## src/rtl/loop_mem_sequencer_if.sv

```systemverilog
// rtl/loop_mem_sequencer_if.sv - single-port SRAM bus between the loop sequencer and the SRAM macro
//
// Purpose : groups the loop/delay SRAM macro pins so the sequencer and the
//           macro (or a bench model of it) connect through one port.
// Signals : mem_csb  - chip select, active low   (master -> slave)
//           mem_web  - write enable, active low  (master -> slave)
//           mem_addr - word address              (master -> slave)
//           mem_din  - write data                (master -> slave)
//           mem_dout - read data                 (slave -> master)
// Modports: master = sequencer side, slave = SRAM side.

interface loop_mem_sequencer_if #(
    parameter int ADDR_W = 8,
    parameter int DATA_W = 16
) ();
    logic              mem_csb;
    logic              mem_web;
    logic [ADDR_W-1:0] mem_addr;
    logic [DATA_W-1:0] mem_din;
    logic [DATA_W-1:0] mem_dout;

    modport master (
        output mem_csb,
        output mem_web,
        output mem_addr,
        output mem_din,
        input  mem_dout
    );

    modport slave (
        input  mem_csb,
        input  mem_web,
        input  mem_addr,
        input  mem_din,
        output mem_dout
    );
endinterface

```

## src/rtl/loop_mem_sequencer.sv

```systemverilog
// rtl/loop_mem_sequencer.sv - per-sample read/present/write sequencer for the loop/delay SRAM
//
// Purpose : on every accepted sample tick, reads the old sample at the circular
//           pointer, presents it downstream (or the new sample when not looping),
//           then optionally overwrites that word with the new sample. Delay
//           length is loop_len+1 samples. With neither record nor loop set the
//           sample is bypassed with no SRAM access.
// Build   : define LOOP_MEM_FEEDBACK_EN to enable the reverb feedback write
//           (wdata = sat(sample_in + ((old * gain) >>> 8)) when delay_reverb=1).
//           Without it, gain and delay_reverb are ignored.
// Ports   : clk, reset_n (sync, active low)
//           sample_tick, sample_in, record, loop, delay_reverb, gain, loop_len
//             - sample strobe, new sample and mode controls (latched on accept)
//           mem (loop_mem_sequencer_if.master) - SRAM bus
//           sample_out, sample_out_valid - output sample and 1-cycle strobe
//           busy    - sequence in progress
//           overrun - sticky, a tick arrived while busy

module loop_mem_sequencer #(
    parameter int ADDR_W = 8,
    parameter int DATA_W = 16,
    parameter int RD_LAT = 1
) (
    input  logic                 clk,
    input  logic                 reset_n,
    input  logic                 sample_tick,
    input  logic [DATA_W-1:0]    sample_in,
    input  logic                 record,
    input  logic                 loop,
    input  logic                 delay_reverb,
    input  logic [7:0]           gain,
    input  logic [ADDR_W-1:0]    loop_len,
    loop_mem_sequencer_if.master mem,
    output logic [DATA_W-1:0]    sample_out,
    output logic                 sample_out_valid,
    output logic                 busy,
    output logic                 overrun
);

    typedef enum logic [2:0] {
        S_IDLE,
        S_BYPASS,
        S_READ,
        S_WAIT,
        S_CAPTURE,
        S_WRITE
    } state_t;

    localparam int CNT_W = (RD_LAT > 1) ? $clog2(RD_LAT) : 1;
    localparam logic [CNT_W-1:0] WAIT_LAST = CNT_W'(RD_LAT - 1);

    state_t            state_q, state_d;
    logic [ADDR_W-1:0] ptr_q, ptr_d;
    logic [CNT_W-1:0]  wcnt_q, wcnt_d;

    // Controls latched on an accepted tick and held for the whole sequence.
    logic              rec_q, rec_d;
    logic              loop_q, loop_d;
    logic [ADDR_W-1:0] len_q, len_d;
    logic [DATA_W-1:0] sin_q, sin_d;

    // Registered outputs.
    logic              csb_q, csb_d;
    logic              web_q, web_d;
    logic [ADDR_W-1:0] addr_q, addr_d;
    logic [DATA_W-1:0] din_q, din_d;
    logic [DATA_W-1:0] sout_q, sout_d;
    logic              valid_q, valid_d;
    logic              ovr_q, ovr_d;

    // Data to write back; evaluated during CAPTURE while mem_dout holds the
    // old sample, so the write can be issued on the following cycle.
    logic [DATA_W-1:0] wdata;

`ifdef LOOP_MEM_FEEDBACK_EN
    localparam logic [DATA_W-1:0] SAT_MAX = {1'b0, {(DATA_W-1){1'b1}}};
    localparam logic [DATA_W-1:0] SAT_MIN = {1'b1, {(DATA_W-1){1'b0}}};

    logic              dr_q, dr_d;
    logic [7:0]        gain_q, gain_d;
    logic signed [DATA_W+8:0] prod;
    logic signed [DATA_W:0]   fb_term;
    logic signed [DATA_W+1:0] fb_sum;
    logic [7:0]        unused_prod_lsb;

    always_comb begin
        // Gain is unsigned Q0.8: zero-extend to 9 bits so the multiply stays signed.
        prod    = $signed(mem.mem_dout) * $signed({1'b0, gain_q});
        fb_term = prod[DATA_W+8:8];
        fb_sum  = {{2{sin_q[DATA_W-1]}}, sin_q} + {fb_term[DATA_W], fb_term};
        if (!(dr_q && rec_q)) begin
            wdata = sin_q;
        end else if (fb_sum[DATA_W+1:DATA_W-1] == 3'b000 ||
                     fb_sum[DATA_W+1:DATA_W-1] == 3'b111) begin
            wdata = fb_sum[DATA_W-1:0];
        end else begin
            wdata = fb_sum[DATA_W+1] ? SAT_MIN : SAT_MAX;
        end
    end

    assign unused_prod_lsb = prod[7:0];

    always_comb begin
        dr_d   = dr_q;
        gain_d = gain_q;
        if (state_q == S_IDLE && sample_tick) begin
            dr_d   = delay_reverb;
            gain_d = gain;
        end
    end

    always_ff @(posedge clk) begin
        if (!reset_n) begin
            dr_q   <= 1'b0;
            gain_q <= 8'd0;
        end else begin
            dr_q   <= dr_d;
            gain_q <= gain_d;
        end
    end
`else
    logic unused_fb;

    assign wdata     = sin_q;
    assign unused_fb = ^{gain, delay_reverb};
`endif

    always_comb begin
        state_d = state_q;
        ptr_d   = ptr_q;
        wcnt_d  = wcnt_q;
        rec_d   = rec_q;
        loop_d  = loop_q;
        len_d   = len_q;
        sin_d   = sin_q;
        csb_d   = 1'b1;
        web_d   = 1'b1;
        addr_d  = addr_q;
        din_d   = din_q;
        sout_d  = sout_q;
        valid_d = 1'b0;
        ovr_d   = ovr_q;

        case (state_q)
            S_IDLE: begin
                if (sample_tick) begin
                    rec_d  = record;
                    loop_d = loop;
                    len_d  = loop_len;
                    sin_d  = sample_in;
                    if (!(loop || record)) begin
                        state_d = S_BYPASS;
                        sout_d  = sample_in;
                        valid_d = 1'b1;
                    end else begin
                        // Read strobe is issued as we enter READ.
                        state_d = S_READ;
                        csb_d   = 1'b0;
                        addr_d  = ptr_q;
                    end
                end
            end
            S_BYPASS: begin
                state_d = S_IDLE;
            end
            S_READ: begin
                state_d = S_WAIT;
                wcnt_d  = '0;
            end
            S_WAIT: begin
                if (wcnt_q == WAIT_LAST) begin
                    state_d = S_CAPTURE;
                end else begin
                    wcnt_d = wcnt_q + 1'b1;
                end
            end
            S_CAPTURE: begin
                // Valid strobe and optional write strobe both land in WRITE.
                state_d = S_WRITE;
                sout_d  = loop_q ? mem.mem_dout : sin_q;
                valid_d = 1'b1;
                if (rec_q) begin
                    csb_d  = 1'b0;
                    web_d  = 1'b0;
                    addr_d = ptr_q;
                    din_d  = wdata;
                end
            end
            S_WRITE: begin
                state_d = S_IDLE;
                // >= also catches loop_len shrunk below the current pointer.
                ptr_d   = (ptr_q >= len_q) ? '0 : ptr_q + 1'b1;
            end
            default: begin
                state_d = S_IDLE;
            end
        endcase

        if (sample_tick && state_q != S_IDLE) begin
            ovr_d = 1'b1;
        end
    end

    always_ff @(posedge clk) begin
        if (!reset_n) begin
            state_q <= S_IDLE;
            ptr_q   <= '0;
            wcnt_q  <= '0;
            rec_q   <= 1'b0;
            loop_q  <= 1'b0;
            len_q   <= '0;
            sin_q   <= '0;
            csb_q   <= 1'b1;
            web_q   <= 1'b1;
            addr_q  <= '0;
            din_q   <= '0;
            sout_q  <= '0;
            valid_q <= 1'b0;
            ovr_q   <= 1'b0;
        end else begin
            state_q <= state_d;
            ptr_q   <= ptr_d;
            wcnt_q  <= wcnt_d;
            rec_q   <= rec_d;
            loop_q  <= loop_d;
            len_q   <= len_d;
            sin_q   <= sin_d;
            csb_q   <= csb_d;
            web_q   <= web_d;
            addr_q  <= addr_d;
            din_q   <= din_d;
            sout_q  <= sout_d;
            valid_q <= valid_d;
            ovr_q   <= ovr_d;
        end
    end

    assign mem.mem_csb       = csb_q;
    assign mem.mem_web       = web_q;
    assign mem.mem_addr      = addr_q;
    assign mem.mem_din       = din_q;
    assign sample_out        = sout_q;
    assign sample_out_valid  = valid_q;
    assign busy              = (state_q != S_IDLE);
    assign overrun           = ovr_q;

endmodule

```

## src/flat_wrapper.sv

```systemverilog
// flat-port wrapper written by rule: the top's interface ports become plain ports
module loop_mem_sequencer_flat 
#(
    parameter int ADDR_W = 8,
    parameter int DATA_W = 16,
    parameter int RD_LAT = 1
)
  (clk, reset_n, sample_tick, sample_in, record, loop, delay_reverb, gain, loop_len, sample_out, sample_out_valid, busy, overrun, mem_mem_csb, mem_mem_web, mem_mem_addr, mem_mem_din, mem_mem_dout);
  loop_mem_sequencer_if #(.ADDR_W(ADDR_W), .DATA_W(DATA_W)) mem_i ();
  input  logic clk;
  input  logic reset_n;
  input  logic sample_tick;
  input  logic [DATA_W-1:0] sample_in;
  input  logic record;
  input  logic loop;
  input  logic delay_reverb;
  input  logic [7:0] gain;
  input  logic [ADDR_W-1:0] loop_len;
  output logic [DATA_W-1:0] sample_out;
  output logic sample_out_valid;
  output logic busy;
  output logic overrun;
  output wire logic [$bits(mem_i.mem_csb)-1:0] mem_mem_csb;
  output wire logic [$bits(mem_i.mem_web)-1:0] mem_mem_web;
  output wire logic [$bits(mem_i.mem_addr)-1:0] mem_mem_addr;
  output wire logic [$bits(mem_i.mem_din)-1:0] mem_mem_din;
  input wire logic [$bits(mem_i.mem_dout)-1:0] mem_mem_dout;
  assign mem_mem_csb = mem_i.mem_csb;
  assign mem_mem_web = mem_i.mem_web;
  assign mem_mem_addr = mem_i.mem_addr;
  assign mem_mem_din = mem_i.mem_din;
  assign mem_i.mem_dout = mem_mem_dout;
  loop_mem_sequencer #(.ADDR_W(ADDR_W), .DATA_W(DATA_W), .RD_LAT(RD_LAT)) u_core (.clk(clk), .reset_n(reset_n), .sample_tick(sample_tick), .sample_in(sample_in), .record(record), .loop(loop), .delay_reverb(delay_reverb), .gain(gain), .loop_len(loop_len), .mem(mem_i), .sample_out(sample_out), .sample_out_valid(sample_out_valid), .busy(busy), .overrun(overrun));
endmodule
```

## config.mk

```make
export PLATFORM = sky130hd
export DESIGN_NAME = loop_mem_sequencer_flat
export DESIGN_NICKNAME = d
export VERILOG_FILES = /design/src/rtl/loop_mem_sequencer_if.sv /design/src/rtl/loop_mem_sequencer.sv /design/src/flat_wrapper.sv
export SDC_FILE = /design/constraint.sdc
export NUM_CORES = 1
export LEC_CHECK = 0
export ABC_AREA = 0
export CAP_MARGIN = 20
export CORE_MARGIN = 2
export CORE_UTILIZATION = 43
export DETAILED_ROUTE_END_ITERATION = 7
export PLACE_DENSITY = 0.82
export REMOVE_ABC_BUFFERS = 1
export SYNTH_ARGS = -nofsm -noshare
export SYNTH_HDL_FRONTEND = slang
export SYNTH_SLANG_ARGS = --single-unit
```

## constraint.sdc

```tcl
create_clock -name clk -period 1.59 [get_ports clk]
set_input_delay 0.3975 -clock clk [delete_from_list [all_inputs] [get_ports clk]]
set_output_delay 0.3975 -clock clk [all_outputs]
set_load 0.01 [all_outputs]
```

==> flow_summary.toml <==
[logic_synthesis]
synth_ff_type = "dfxtp_1"
synth_edf_count = 0
synth_top_area_share = 0.449
ys_types = 38
syn_inst = 418
async_flop_share = 0
synthesis.area_mm2 = 0.00361
synth_area_leaders = "dfxtp_1 (45%), nand2_1 (13%), a21boi_0 (11%)"
syn_area_per_cell_um2 = 8.64
yosysSeqAreaShare = 0.449
synth_top_area_cell = "dfxtp_1"
ys_seq_elements = 81
yosysWarnings = 0

[routing]
drt-initial-drc-count = 93
dr.pass1.iters = 4
viasPerCell = 5.24
drc = 0
num_vias = 3365
wl_um = 9910
post_drt_wl_per_cell_um = 15.4
ant_nets = 0

[floorplan]
die_area_mm2 = 0.00915
rows = 33
die_x_um = 95.7
core_area_mm2 = 0.00818
floorplan.initialDensity = 0.442
die_h_um = 95.7
io_pins = 99

[timing]
slew_violations = 0
clock_skew_ns = 0.0100
worstMarginPinSlew_ns = 0.443
setup_ws_ns = -0.0318
slew_headroom = 0.704
fin_crit_sh = 1.02
rsz0062_at_grt = "true"
setup_viol = 3
finalSetupTns_ns = -0.0513
fmax_mhz = 617
period_needed_ns = 1.62
hold_viol_final = 0

[placement]
hpwl_um = 6330
portBuffers = 89
gp_congestion = 0.813
dpl_cell_area_mm2 = 0.00478

[worst_setup_path]
cp_slowest_stage_delay_ns = 0.42
crit_fanout = 3
crit_chain = "or3_4 -> buf_6"
worst_ep_required_time_ns = 1.19
crit_arrival_ns = 1.22
crit_type = "reg2out"
crit_path_start_kind = "flop"
crit_slowest_cell = "or3_4"
cp-end-kind = "output port"

[cells_and_area]
diodes = 0
layout.area.seq_mm2 = 0.00163
area_growth_pct = 44.3
num-nets-final = 596
post_route_cells_drive_above_1_share = 0.173
multiInputGateArea_mm2 = 0.00197
nFillCells = 675
finish.instance_area_mm2 = 0.00522

[clock_network]
cts_tree = "done"
postCtsHoldBufs = 0
cts.clk_slew.worst_paths_ns = 0.08
cts_sinks = 81
htreeDepth = 3
clockBufferDepth = 2
clock_tree.root_cell = "clkbuf_8"
numCtsBuffers = 9
worstSkewPairLatency_ns = 0.36

[pwr]
power.leakage_uw = 0.00205
max-vdd-ir-drop_v = 0.000553
powerDensity_mw_per_mm2 = 844

[run_status]
violations = "setup timing"
status = "finished with violations"

[grt]
grt_start_max_net_pins = 38
grt_antenna_before_repair = 0
first_global_vias = 3218
grt_pass1_wl_um = 14900
gr-total-overflow = 0
grt_usage = 0.211

[flow_run]
cap_violations = 0

[worst_hold_path]
min_path_type = "reg2reg"
-- through the flow --
stage | hold slack (ns) | util | power [µW] | setup WS, ns | std cells
floorplan | 0.443 | - | 2480 | -1.36 | 390
global placement | 0.447 | 0.585 | 2830 | -0.294 | 616
detailed placement | 0.450 | 0.585 | 2850 | -0.352 | 616
CTS | 0.463 | 0.613 | 4340 | -0.0360 | 631
global route | 0.484 | 0.638 | 4570 | -0.0639 | 642
finish | 0.460 | 0.638 | 4400 | -0.0318 | 642
-- layout make-up --
type | instances | area share
clock buffer | 10 | 0.0264
clock inverter | 5 | 0.0108
inverter | 10 | 0.00720
multi-input combinational | 299 | 0.378
sequential | 81 | 0.312
tap | 105 | 0.0252
timing repair buffer | 132 | 0.240
-- flip-flops by register name (all words and copies together) (netlist names) --
register and count:
u_core.loop_q 1, u_core.mem.mem_csb 1, u_core.mem.mem_din 16, u_core.sample_out_valid 1
u_core.sin_q 16, u_core.state_q 3, u_core.mem.mem_addr 8, u_core.rec_q 1
u_core.mem.mem_web 1, u_core.overrun 1, u_core.sample_out 16, u_core.ptr_q 8
u_core.len_q 8
-- power breakdown --
part | switching [µW] | internal, µW
combinational | 366 | 376
clock | 748 | 757
sequential | 46.9 | 2110
total | 1160 | 3240
-- final timing paths --
kind / from / slack, ns / to / cells after the start
hold reg to reg: u_core.mem.mem_din[14] / 0.46 / u_core.mem.mem_din[14] / 2
setup / recovery: u_core.state_q[1] / -0.03 / busy / 2
setup reg to reg: u_core.ptr_q[0] / -0.02 / u_core.ptr_q[0] / 6
hold / removal: u_core.mem.mem_din[14] / 0.46 / u_core.mem.mem_din[14] / 2
-- critical path: cells and delay by family, from the launching register on --
kind	cells	cell delay, ns
and+or+nand+nor	1	0.42
DFF	1	0.31
buffers and inverters	1	0.14
-- cells by family after synthesis --
family          count (synthesis)  synth area share
simple gates                  162             0.198
compound gates                104             0.208
flops                          81             0.449
buf+inv                        38            0.0495
mux                            17            0.0471
fa+ha+maj                       9            0.0312
xor+xnor                        7            0.0170
-- placed cells by master (no fill, tap or decap), types with 4 or more instances in the layout --
master	instances
mux2i_1	17
clkbuf_8	10
a21boi_1	11
dlygate4sd2_1	44
inv_2	4
o21ai_1	7
clkdlybuf4s50_1	43
a21oi_2	7
nand3_1	11
nand2_1	129
dfxtp_2	6
buf_4	33
ha_1	6
buf_12	6
xnor2_1	5
o211ai_1	17
inv_1	6
a21boi_0	47
dfxtp_1	75
-- per-layer routing --
| metal | vias up | global-route usage | share of wire |
|---|---|---|---|
| met5 | - | 0 | 0 |
| met4 | 0 | 0.0714 | 0.026 |
| met3 | 26 | 0.0617 | 0.061 |
| met2 | 105 | 0.389 | 0.50 |
| met1 | 1586 | 0.229 | 0.41 |
| li1 | 1648 | - | - |
-- Yosys cell counts (2+ instances only) --
master / count
a211oi_1: 2
a21boi_0: 55
a21boi_1: 3
a21oi_1: 9
and3_1: 2
buf_2: 14
buf_6: 2
clkbuf_1: 11
dfxtp_1: 81
ha_1: 9
inv_1: 10
mux2i_1: 17
nand2_1: 129
nand2b_1: 3
nand3_1: 11
nand3b_1: 2
nor2_1: 2
nor3_1: 3
nor3b_1: 2
o211ai_1: 17
o21a_1: 3
o21ai_0: 2
o21ai_1: 9
xnor2_1: 5
xor2_1: 2
-- repair_timing --
action	in CTS	in global routing
resized for setup	64	33
pin swaps	7	13
gates cloned	0	3
endpoints found under the setup margin	53	59
setup buffers	0	8
(Power assumes the default switching activity.)
